File: src/rtl/debounce_pkg.sv
// Shared constants, counter sizing helper and channel state encoding for the
// button/switch debouncer.
package debounce_pkg;

    localparam int DEFAULT_DEBOUNCE_CYCLES = 500000;
    localparam int DEFAULT_SYNC_STAGES     = 2;

    typedef enum logic {
        IDLE,
        COUNTING
    } deb_state_t;

    function automatic int cnt_width(input int n);
        return $clog2(n);
    endfunction

endpackage

File: src/rtl/button_switch_debouncer_if.sv
// Raw board inputs and conditioned PIO-facing outputs of the debouncer.
// The master side drives raw pins; the slave side is the debouncer itself.
interface button_switch_debouncer_if #(
    parameter int NUM_BUTTONS  = 2,
    parameter int NUM_SWITCHES = 4
);
    logic [NUM_BUTTONS-1:0]  key_raw;
    logic [NUM_SWITCHES-1:0] sw_raw;
    logic [NUM_BUTTONS-1:0]  pushbuttons_export;
    logic [NUM_SWITCHES-1:0] dip_switches_export;
    logic                    inputs_settled;
    logic [NUM_BUTTONS-1:0]  key_press_pulse;

    modport master (
        output key_raw, sw_raw,
        input  pushbuttons_export, dip_switches_export, inputs_settled, key_press_pulse
    );

    modport slave (
        input  key_raw, sw_raw,
        output pushbuttons_export, dip_switches_export, inputs_settled, key_press_pulse
    );
endinterface

File: src/rtl/debounce_bit.sv
// One debounced channel: synchroniser chain, stable-time counter and the
// accepted level. The channel state is implied by comparing synced vs accepted.
module debounce_bit
    import debounce_pkg::*;
#(
    parameter int   SYNC_STAGES     = DEFAULT_SYNC_STAGES,
    parameter int   DEBOUNCE_CYCLES = DEFAULT_DEBOUNCE_CYCLES,
    parameter logic RESET_LEVEL     = 1'b0
) (
    input  logic clk_clk,
    input  logic reset_reset_n,
    input  logic raw_in,
    output logic level_out,
    output logic busy
);
    localparam int             CW       = cnt_width(DEBOUNCE_CYCLES);
    localparam logic [CW-1:0]  TERMINAL = CW'(DEBOUNCE_CYCLES - 1);

    logic [SYNC_STAGES-1:0] sync_q;
    logic                   s;
    logic                   q, q_next;
    logic [CW-1:0]          cnt, cnt_next;
    deb_state_t             state;

    assign s = sync_q[SYNC_STAGES-1];

    // NOTE: sequential state uses non-blocking assignments so every flop samples pre-edge values.
    always_ff @(posedge clk_clk) begin
        if (!reset_reset_n) begin
            sync_q <= {SYNC_STAGES{RESET_LEVEL}};
            cnt    <= '0;
            q      <= RESET_LEVEL;
        end else begin
            sync_q <= {sync_q[SYNC_STAGES-2:0], raw_in};
            cnt    <= cnt_next;
            q      <= q_next;
        end
    end

    // NOTE: every output of this block gets a default first, so no latch is inferred.
    always_comb begin
        state    = (s != q) ? COUNTING : IDLE;
        cnt_next = '0;
        q_next   = q;
        case (state)
            IDLE: ;
            COUNTING: begin
                // Terminal compare before increment keeps the counter from wrapping.
                if (cnt == TERMINAL) q_next = s;
                else                 cnt_next = cnt + 1'b1;
            end
            default: ;
        endcase
    end

    assign level_out = q;
    assign busy      = (state == COUNTING);

endmodule

File: src/rtl/button_switch_debouncer.sv
// Debounces board pushbuttons and DIP switches for the nios_system PIOs.
// Optional macro DEBOUNCE_PRESS_PULSE_EN enables the one-cycle key press strobe.
module button_switch_debouncer
    import debounce_pkg::*;
#(
    parameter int NUM_BUTTONS     = 2,
    parameter int NUM_SWITCHES    = 4,
    parameter int SYNC_STAGES     = DEFAULT_SYNC_STAGES,
    parameter int DEBOUNCE_CYCLES = DEFAULT_DEBOUNCE_CYCLES
) (
    input  logic                      clk_clk,
    input  logic                      reset_reset_n,
    button_switch_debouncer_if.slave  bus
);
    localparam int NUM_CH = NUM_BUTTONS + NUM_SWITCHES;

    logic [NUM_BUTTONS-1:0]  key_level;
    logic [NUM_SWITCHES-1:0] sw_level;
    logic [NUM_CH-1:0]       busy;
    logic                    settled_q;

    // Buttons are active-low on the board, so they rest at 1 (released).
    for (genvar i = 0; i < NUM_BUTTONS; i++) begin : g_key
        debounce_bit #(
            .SYNC_STAGES    (SYNC_STAGES),
            .DEBOUNCE_CYCLES(DEBOUNCE_CYCLES),
            .RESET_LEVEL    (1'b1)
        ) u_bit (
            .clk_clk      (clk_clk),
            .reset_reset_n(reset_reset_n),
            .raw_in       (bus.key_raw[i]),
            .level_out    (key_level[i]),
            .busy         (busy[i])
        );
    end

    for (genvar i = 0; i < NUM_SWITCHES; i++) begin : g_sw
        debounce_bit #(
            .SYNC_STAGES    (SYNC_STAGES),
            .DEBOUNCE_CYCLES(DEBOUNCE_CYCLES),
            .RESET_LEVEL    (1'b0)
        ) u_bit (
            .clk_clk      (clk_clk),
            .reset_reset_n(reset_reset_n),
            .raw_in       (bus.sw_raw[i]),
            .level_out    (sw_level[i]),
            .busy         (busy[NUM_BUTTONS + i])
        );
    end

    always_ff @(posedge clk_clk) begin
        if (!reset_reset_n) settled_q <= 1'b1;
        else                settled_q <= ~|busy;
    end

`ifdef DEBOUNCE_PRESS_PULSE_EN
    logic [NUM_BUTTONS-1:0] key_level_d;

    // Previous level resets to released, so leaving reset never looks like a press.
    always_ff @(posedge clk_clk) begin
        if (!reset_reset_n) key_level_d <= '1;
        else                key_level_d <= key_level;
    end

    assign bus.key_press_pulse = key_level_d & ~key_level;
`else
    assign bus.key_press_pulse = '0;
`endif

    assign bus.pushbuttons_export  = key_level;
    assign bus.dip_switches_export = sw_level;
    assign bus.inputs_settled      = settled_q;

endmodule

File: src/flat_wrapper.sv
// flat-port wrapper written by rule: the top's interface ports become plain ports
module button_switch_debouncer_flat import debounce_pkg::*;
#(
    parameter int NUM_BUTTONS     = 2,
    parameter int NUM_SWITCHES    = 4,
    parameter int SYNC_STAGES     = DEFAULT_SYNC_STAGES,
    parameter int DEBOUNCE_CYCLES = DEFAULT_DEBOUNCE_CYCLES
)
  (clk_clk, reset_reset_n, bus_key_raw, bus_sw_raw, bus_pushbuttons_export, bus_dip_switches_export, bus_inputs_settled, bus_key_press_pulse);
  button_switch_debouncer_if #(.NUM_BUTTONS(NUM_BUTTONS), .NUM_SWITCHES(NUM_SWITCHES)) bus_i ();
  input  logic clk_clk;
  input  logic reset_reset_n;
  input wire logic [$bits(bus_i.key_raw)-1:0] bus_key_raw;
  input wire logic [$bits(bus_i.sw_raw)-1:0] bus_sw_raw;
  output wire logic [$bits(bus_i.pushbuttons_export)-1:0] bus_pushbuttons_export;
  output wire logic [$bits(bus_i.dip_switches_export)-1:0] bus_dip_switches_export;
  output wire logic [$bits(bus_i.inputs_settled)-1:0] bus_inputs_settled;
  output wire logic [$bits(bus_i.key_press_pulse)-1:0] bus_key_press_pulse;
  assign bus_i.key_raw = bus_key_raw;
  assign bus_i.sw_raw = bus_sw_raw;
  assign bus_pushbuttons_export = bus_i.pushbuttons_export;
  assign bus_dip_switches_export = bus_i.dip_switches_export;
  assign bus_inputs_settled = bus_i.inputs_settled;
  assign bus_key_press_pulse = bus_i.key_press_pulse;
  button_switch_debouncer #(.NUM_BUTTONS(NUM_BUTTONS), .NUM_SWITCHES(NUM_SWITCHES), .SYNC_STAGES(SYNC_STAGES), .DEBOUNCE_CYCLES(DEBOUNCE_CYCLES)) u_core (.clk_clk(clk_clk), .reset_reset_n(reset_reset_n), .bus(bus_i));
endmodule
File: config.mk
export PLATFORM = sky130hd
export DESIGN_NAME = button_switch_debouncer_flat
export DESIGN_NICKNAME = d
export VERILOG_FILES = /design/src/rtl/debounce_pkg.sv /design/src/rtl/button_switch_debouncer_if.sv /design/src/rtl/debounce_bit.sv /design/src/rtl/button_switch_debouncer.sv /design/src/flat_wrapper.sv
export SDC_FILE = /design/constraint.sdc
export NUM_CORES = 1
export LEC_CHECK = 0
export CORE_ASPECT_RATIO = 0.75
export CORE_MARGIN = 1
export CORE_UTILIZATION = 45
export DETAILED_ROUTE_END_ITERATION = 16
export DONT_BUFFER_PORTS = 1
export SLEW_MARGIN = 10
export SYNTH_ARGS = -nofsm -noshare
export SYNTH_HDL_FRONTEND = slang
export SYNTH_HIERARCHICAL = 1
export SYNTH_SLANG_ARGS = --single-unit
export TNS_END_PERCENT = 20
File: constraint.sdc
create_clock -name clk_clk -period 2.7 [get_ports clk_clk]
set_clock_uncertainty 0.1 [all_clocks]
set_input_delay 0.405 -clock clk_clk [delete_from_list [all_inputs] [get_ports clk_clk]]
set_output_delay 0.405 -clock clk_clk [all_outputs]
set_load 0.02 [all_outputs]
Word level (Yosys, flattened, before mapping):

Cells that the tools add are included.

* input port bits: 8
* flip-flop bits (word level): 133
* output and inout port bits: 9
* word-level logic and storage cells: 64

* equal/unequal tests: 12
* reductions and logical operators: 14
* add/subtract/negate cells: 6
* bitwise gates (word level): 7
* muxes and demuxes: 6

Operators with widths (count)
* $add A19 B1 Y19 const B: 6
* $eq A19 B19 Y1 const B: 6
* $reduce_or A3 Y1: 6
* $reduce_and A2 Y1: 6
* $not A1 Y1: 7
* $mux W1: 6
* $ne A1 B1 Y1: 6
* $reduce_or A6 Y1: 1
* $logic_not A1 Y1: 1

Logic depth before layout (Yosys ltp):

* depth after elaboration: 4
* mapped depth: 6
* mapped depth without buffers: 5

By module:

The synthesis kept the hierarchy.

Modules (own cells, without submodules)
* debounce_bit at u_core.g_sw[0].u_bit ...: area each 996.0 um^2, times used 4, sequential area each 440.4 um^2, cells each 110
* debounce_bit at u_core.g_key[0].u_bit ...: area each 991.0 um^2, times used 2, sequential area each 440.4 um^2, cells each 109
* button_switch_debouncer: area each 58.8 um^2, times used 1, sequential area each 20.0 um^2, cells each 6

Least setup slack after synthesis:

OpenSTA, ideal clock, no wires.

* kind: register to register
* start point: reg u_core.g_key[0].u_bit.cnt[0]
* end point: reg u_core.g_key[0].u_bit.cnt[18]
* required time: 2529 ps
* buffers on the path: 0
* stages on the path, launching flop included: 6
* period minus slack after synthesis: 1947 ps
* data arrival time: 1776 ps
* setup time: 71 ps
* setup slack: 753 ps
* cells stage by stage: dfxtp_1 ha_1 nand4_2 or4_1 or3_1 a21oi_1

* longest elaborated chain between the ends: 2
* elaborated cells on any way between the ends: 3
* those cells by class: add/sub: 1; eq/ne: 1; reduce/logical: 1

RTL lines
* start, declared: line debounce_bit.sv:22 `logic [CW-1:0] cnt, cnt_next;`
* start signal, assigned: line debounce_bit.sv:35 `cnt <= cnt_next;`
* branches (longest 2 deep; another with $add A19 B1 Y19)

Several ways; the timed one is not identified.
A chain may end at the register's enable or synchronous reset.

Worst setup path in the final report:

* start point: reg u_core.g_key[1].u_bit.cnt[0]
* end point: reg u_core.g_key[1].u_bit.cnt[18]

* longest elaborated chain between the ends: 2
* elaborated cells on any way between the ends: 3
* those cells by class: add/sub: 1; eq/ne: 1; reduce/logical: 1

RTL lines (line)
* start, declared: debounce_bit.sv:22
* start signal, assigned: debounce_bit.sv:35
* branches (longest 2 deep; another with $add A19 B1 Y19)

Several ways; the timed one is not identified.

==> summary.md <==
| Metric | Value |
|---|---|
| Run status | `complete, no violations` |
| RR Endpoint | `u_core/g_key[1].u_bit/cnt[18]$_SDFF_PP0_` |
| Hold WS | `22.32 ps` |
| Predominant post-synthesis flop cell | `dfxtp_1` |
| Post-synthesis to final-layout area growth | `13.75%` |
| Hold Path Class | `input pin to flip-flop` |
| P per Cell Area | `651.7 mW/mm^2` |
| Sink Count | `133` |
| CP required | `2930 ps` |
| Hold EP | `u_core/g_sw[0].u_bit/sync_q[1]$_SDFF_PN0_` |
| First-pass GRT wire length | `20290 um` |
| CP max FO | `7` |
| Crit path capture type | `flip-flop` |
| Fill count | `1183` |
| Data arrival, critical path | `2380 ps` |
| Routability cong. | `0.8149` |
| Fin crit share | `79.49%` |
| Total number of vias | `4708` |
| EDFF count, synth | `0` |
| Cells after Synth | `664` |
| Hold Path Cell Cnt | `1` |
| Reg2Reg Depth | `5` |
| TritonCTS Buffers | `17` |
| Synth Register Bits | `133` |
| Total power | `4466 uW` |
| Maximum clock rate | `465.9 MHz` |
| TritonRoute pass-1 iters | `4` |
| # IOs | `17` |
| ANT cells | `0` |
| Register area | `0.002663 mm^2` |
| DR WL/cell | `13.77 um` |
| Die width | `135.6 um` |
| Final nets | `695` |
| Vias per cell | `5.449` |
| Unique masters post-synth | `38` |
| Die Y | `102.2 um` |
| Vias in the first global route | `4271` |
| Final Hold Viols | `0` |
| Largest net degree at the start of global routing | `20` |
| Core box area | `0.01302 mm^2` |
| Total GRT Usage | `18.52%` |
| Worst-Skew Late Latency | `400 ps` |
| DRT iter0 DRCs | `354` |
| Port Buffers | `0` |
| CTS Buffer Depth | `2` |
| Final setup viols | `0` |
| Setup TNS Final | `0 ps` |
| Mapped cell area | `0.006025 mm^2` |
| RSZ-0062 raised after global routing | `no` |
| Antenna-violating nets left | `0` |
| Relative slew slack | `46.41%` |
| GR Overflow Total | `0` |
| Routed WL | `11900 um` |
| Syn Area/Cell | `9.073 um^2` |
| CTS H-tree depth | `4` |
| Post-synth ARST share | `0%` |
| Final slew viol count | `0` |
| Post-CTS Repair Setup Buffers | `0` |
| Max_cap viols | `0` |
| Area of the multi-input gates | `0.003241 mm^2` |
| RR Startpoint | `u_core/g_key[1].u_bit/cnt[0]$_SDFF_PP0_` |
| DIE AREA | `0.01386 mm^2` |
| DR DRC count | `0` |
| Rows | `36` |
| Initial core utilization | `46.28%` |
| Hold path start | `reset_reset_n` |
| Clock-pin slew on the worst setup and hold paths | `60 ps` |
| VDD IR max | `0.4511 mV` |
| CTS tree | `built` |
| Worst setup SP type | `flip-flop` |
| Synth warn | `6` |
| Initial antenna violation count | `0` |
| Clk root buf | `clkbuf_16` |
| Worst-Margin Slew | `801.9 ps` |
| Post-DP HPWL | `8059 um` |
| Crit path kind | `flip-flop to flip-flop` |
| Minimum clock period | `2146 ps` |
| Static Leak | `0.001997 uW` |
| Share of cells above drive strength 1 | `8.947%` |
| Register area share after synthesis | `44.20%` |
| Worst reg2reg setup slack | `550 ps` |
## kinds of logic (layout without fill, tap and decap cells)
family	Yosys count	in the layout	synth area share [%]
compound gates	59	59	7.643
xor+xnor	88	88	12.79
fa+ha+maj	6	6	1.246
buf+inv	22	50	2.077
flops	133	133	44.20
other cells	1	2	0.06225
simple gates	355	355	31.98
## per-stage QoR
step           util (%)  worst slack (ps)  cell area [um^2]  instances
2_1_floorplan         -             752.9              6028        665
3_3_place_gp      47.57             655.0              6192        830
3_5_place_dp      47.57             576.4              6192        830
4_1_cts           52.64             566.8              6853        864
5_1_grt           52.64             421.1              6853        864
6_report          52.64             553.7              6853        864
## synth_stat cells, drive strengths merged, types with 4 or more instances
master | instances | area share [%]
a21boi | 4 | 0.50
a21oi | 20 | 1.7
and2 | 22 | 2.3
and4 | 10 | 1.5
buf | 10 | 1.3
dfxtp | 133 | 44
ha | 6 | 1.2
inv | 12 | 0.75
nand2 | 34 | 2.1
nand2b | 4 | 0.42
nand3 | 56 | 5.2
nand4 | 40 | 4.4
nor2 | 106 | 6.6
nor3 | 14 | 1.2
nor3b | 4 | 0.50
nor4 | 20 | 2.1
nor4b | 4 | 0.58
o21ai | 12 | 1.0
o31ai | 19 | 3.4
or2 | 4 | 0.42
or3 | 12 | 1.2
or4 | 17 | 2.2
or4b | 4 | 0.91
xnor2 | 46 | 6.7
xor2 | 42 | 6.1
## routing by layer
metal | wire length, um | track usage, %
met5 | 0 | 0
met4 | 87 | 5.272
met2 | 5047 | 27.32
met1 | 6255 | 26.16
met3 | 509 | 5.357
## final cells by class
| class | count | area share [%] |
|---|---|---|
| flip-flops and latches | 133 | 38.85 |
| multi-input cells | 510 | 47.29 |
| repair buffers | 7 | 0.8764 |
| clock inverters | 12 | 2.593 |
| inverters | 12 | 0.6573 |
| well taps | 171 | 3.122 |
| clock buffers | 19 | 6.609 |
## how the worst max path moves through the flow
| stage | start | slack [ps] | cells past startpoint | end |
|---|---|---|---|---|
| after detailed placement | u_core/g_key[1].u_bit/cnt[0]$_SDFF_PP0_ | 580 | 5 | u_core/g_key[1].u_bit/cnt[18]$_SDFF_PP0_ |
| after global routing | u_core/g_key[0].u_bit/cnt[11]$_SDFF_PP0_ | 420 | 4 | u_core/g_key[0].u_bit/cnt[8]$_SDFF_PP0_ |
| after CTS | u_core/g_key[1].u_bit/cnt[0]$_SDFF_PP0_ | 570 | 5 | u_core/g_key[1].u_bit/cnt[18]$_SDFF_PP0_ |
| after global placement | u_core/g_key[1].u_bit/cnt[0]$_SDFF_PP0_ | 650 | 5 | u_core/g_key[1].u_bit/cnt[18]$_SDFF_PP0_ |
| after floorplan | u_core/g_key[0].u_bit/cnt[0]$_SDFF_PP0_ | 750 | 5 | u_core/g_key[0].u_bit/cnt[18]$_SDFF_PP0_ |
| final | u_core/g_key[1].u_bit/cnt[0]$_SDFF_PP0_ | 550 | 5 | u_core/g_key[1].u_bit/cnt[18]$_SDFF_PP0_ |
## repair_timing
action | CTS | global route
hold buffers | 3 | 0
hold endpoints to repair | 7 | 0
gates resized for setup | 0 | 0
## report_power, final
part           internal (uW)  switching [uW]  total (uW)
Combinational           19.0            28.7        47.7
Sequential              1980            9.15        1980
Clock                   1590             844        2430
Total                   3580             882        4470
## placed cells by master (no fill, tap or decap), types with 3 or more instances in the layout
cell / n
buf_4: 4
nor2_1: 106
nor3b_1: 4
nor4b_1: 4
xor2_1: 42
or4_1: 15
bufinv_16: 4
a21boi_1: 4
a21oi_1: 20
clkbuf_16: 17
or3_1: 12
nand2_1: 34
and2_1: 22
dfxtp_1: 133
nand4_1: 38
o21ai_0: 12
or4b_4: 4
nor3_1: 14
clkinvlp_4: 4
o31ai_4: 4
nand2b_1: 4
and4_1: 8
o31ai_1: 14
nand3_1: 50
dlygate4sd3_1: 3
xnor2_1: 46
inv_1: 12
nor4_1: 20
ha_1: 6
or2_2: 4
nand3_2: 6
## registers in the layout, indices dropped and copies added (netlist names)
name	cells
u_core/g_sw.u_bit/cnt	76
u_core/g_key.u_bit/cnt	38
u_core/g_sw.u_bit/sync_q	8
u_core/g_key.u_bit/sync_q	4
u_core/g_sw.u_bit/level_out	4
u_core/g_key.u_bit/level_out	2
u_core/bus.inputs_settled	1
## worst max-delay path, stage by stage (launching register included)
cell,delay (ps)
dfxtp_1,390
ha_1,290
nand4_2,250
or4_1,590
or3_1,320
a21oi_1,140
No activity file was read; power rests on OpenSTA's default activity.
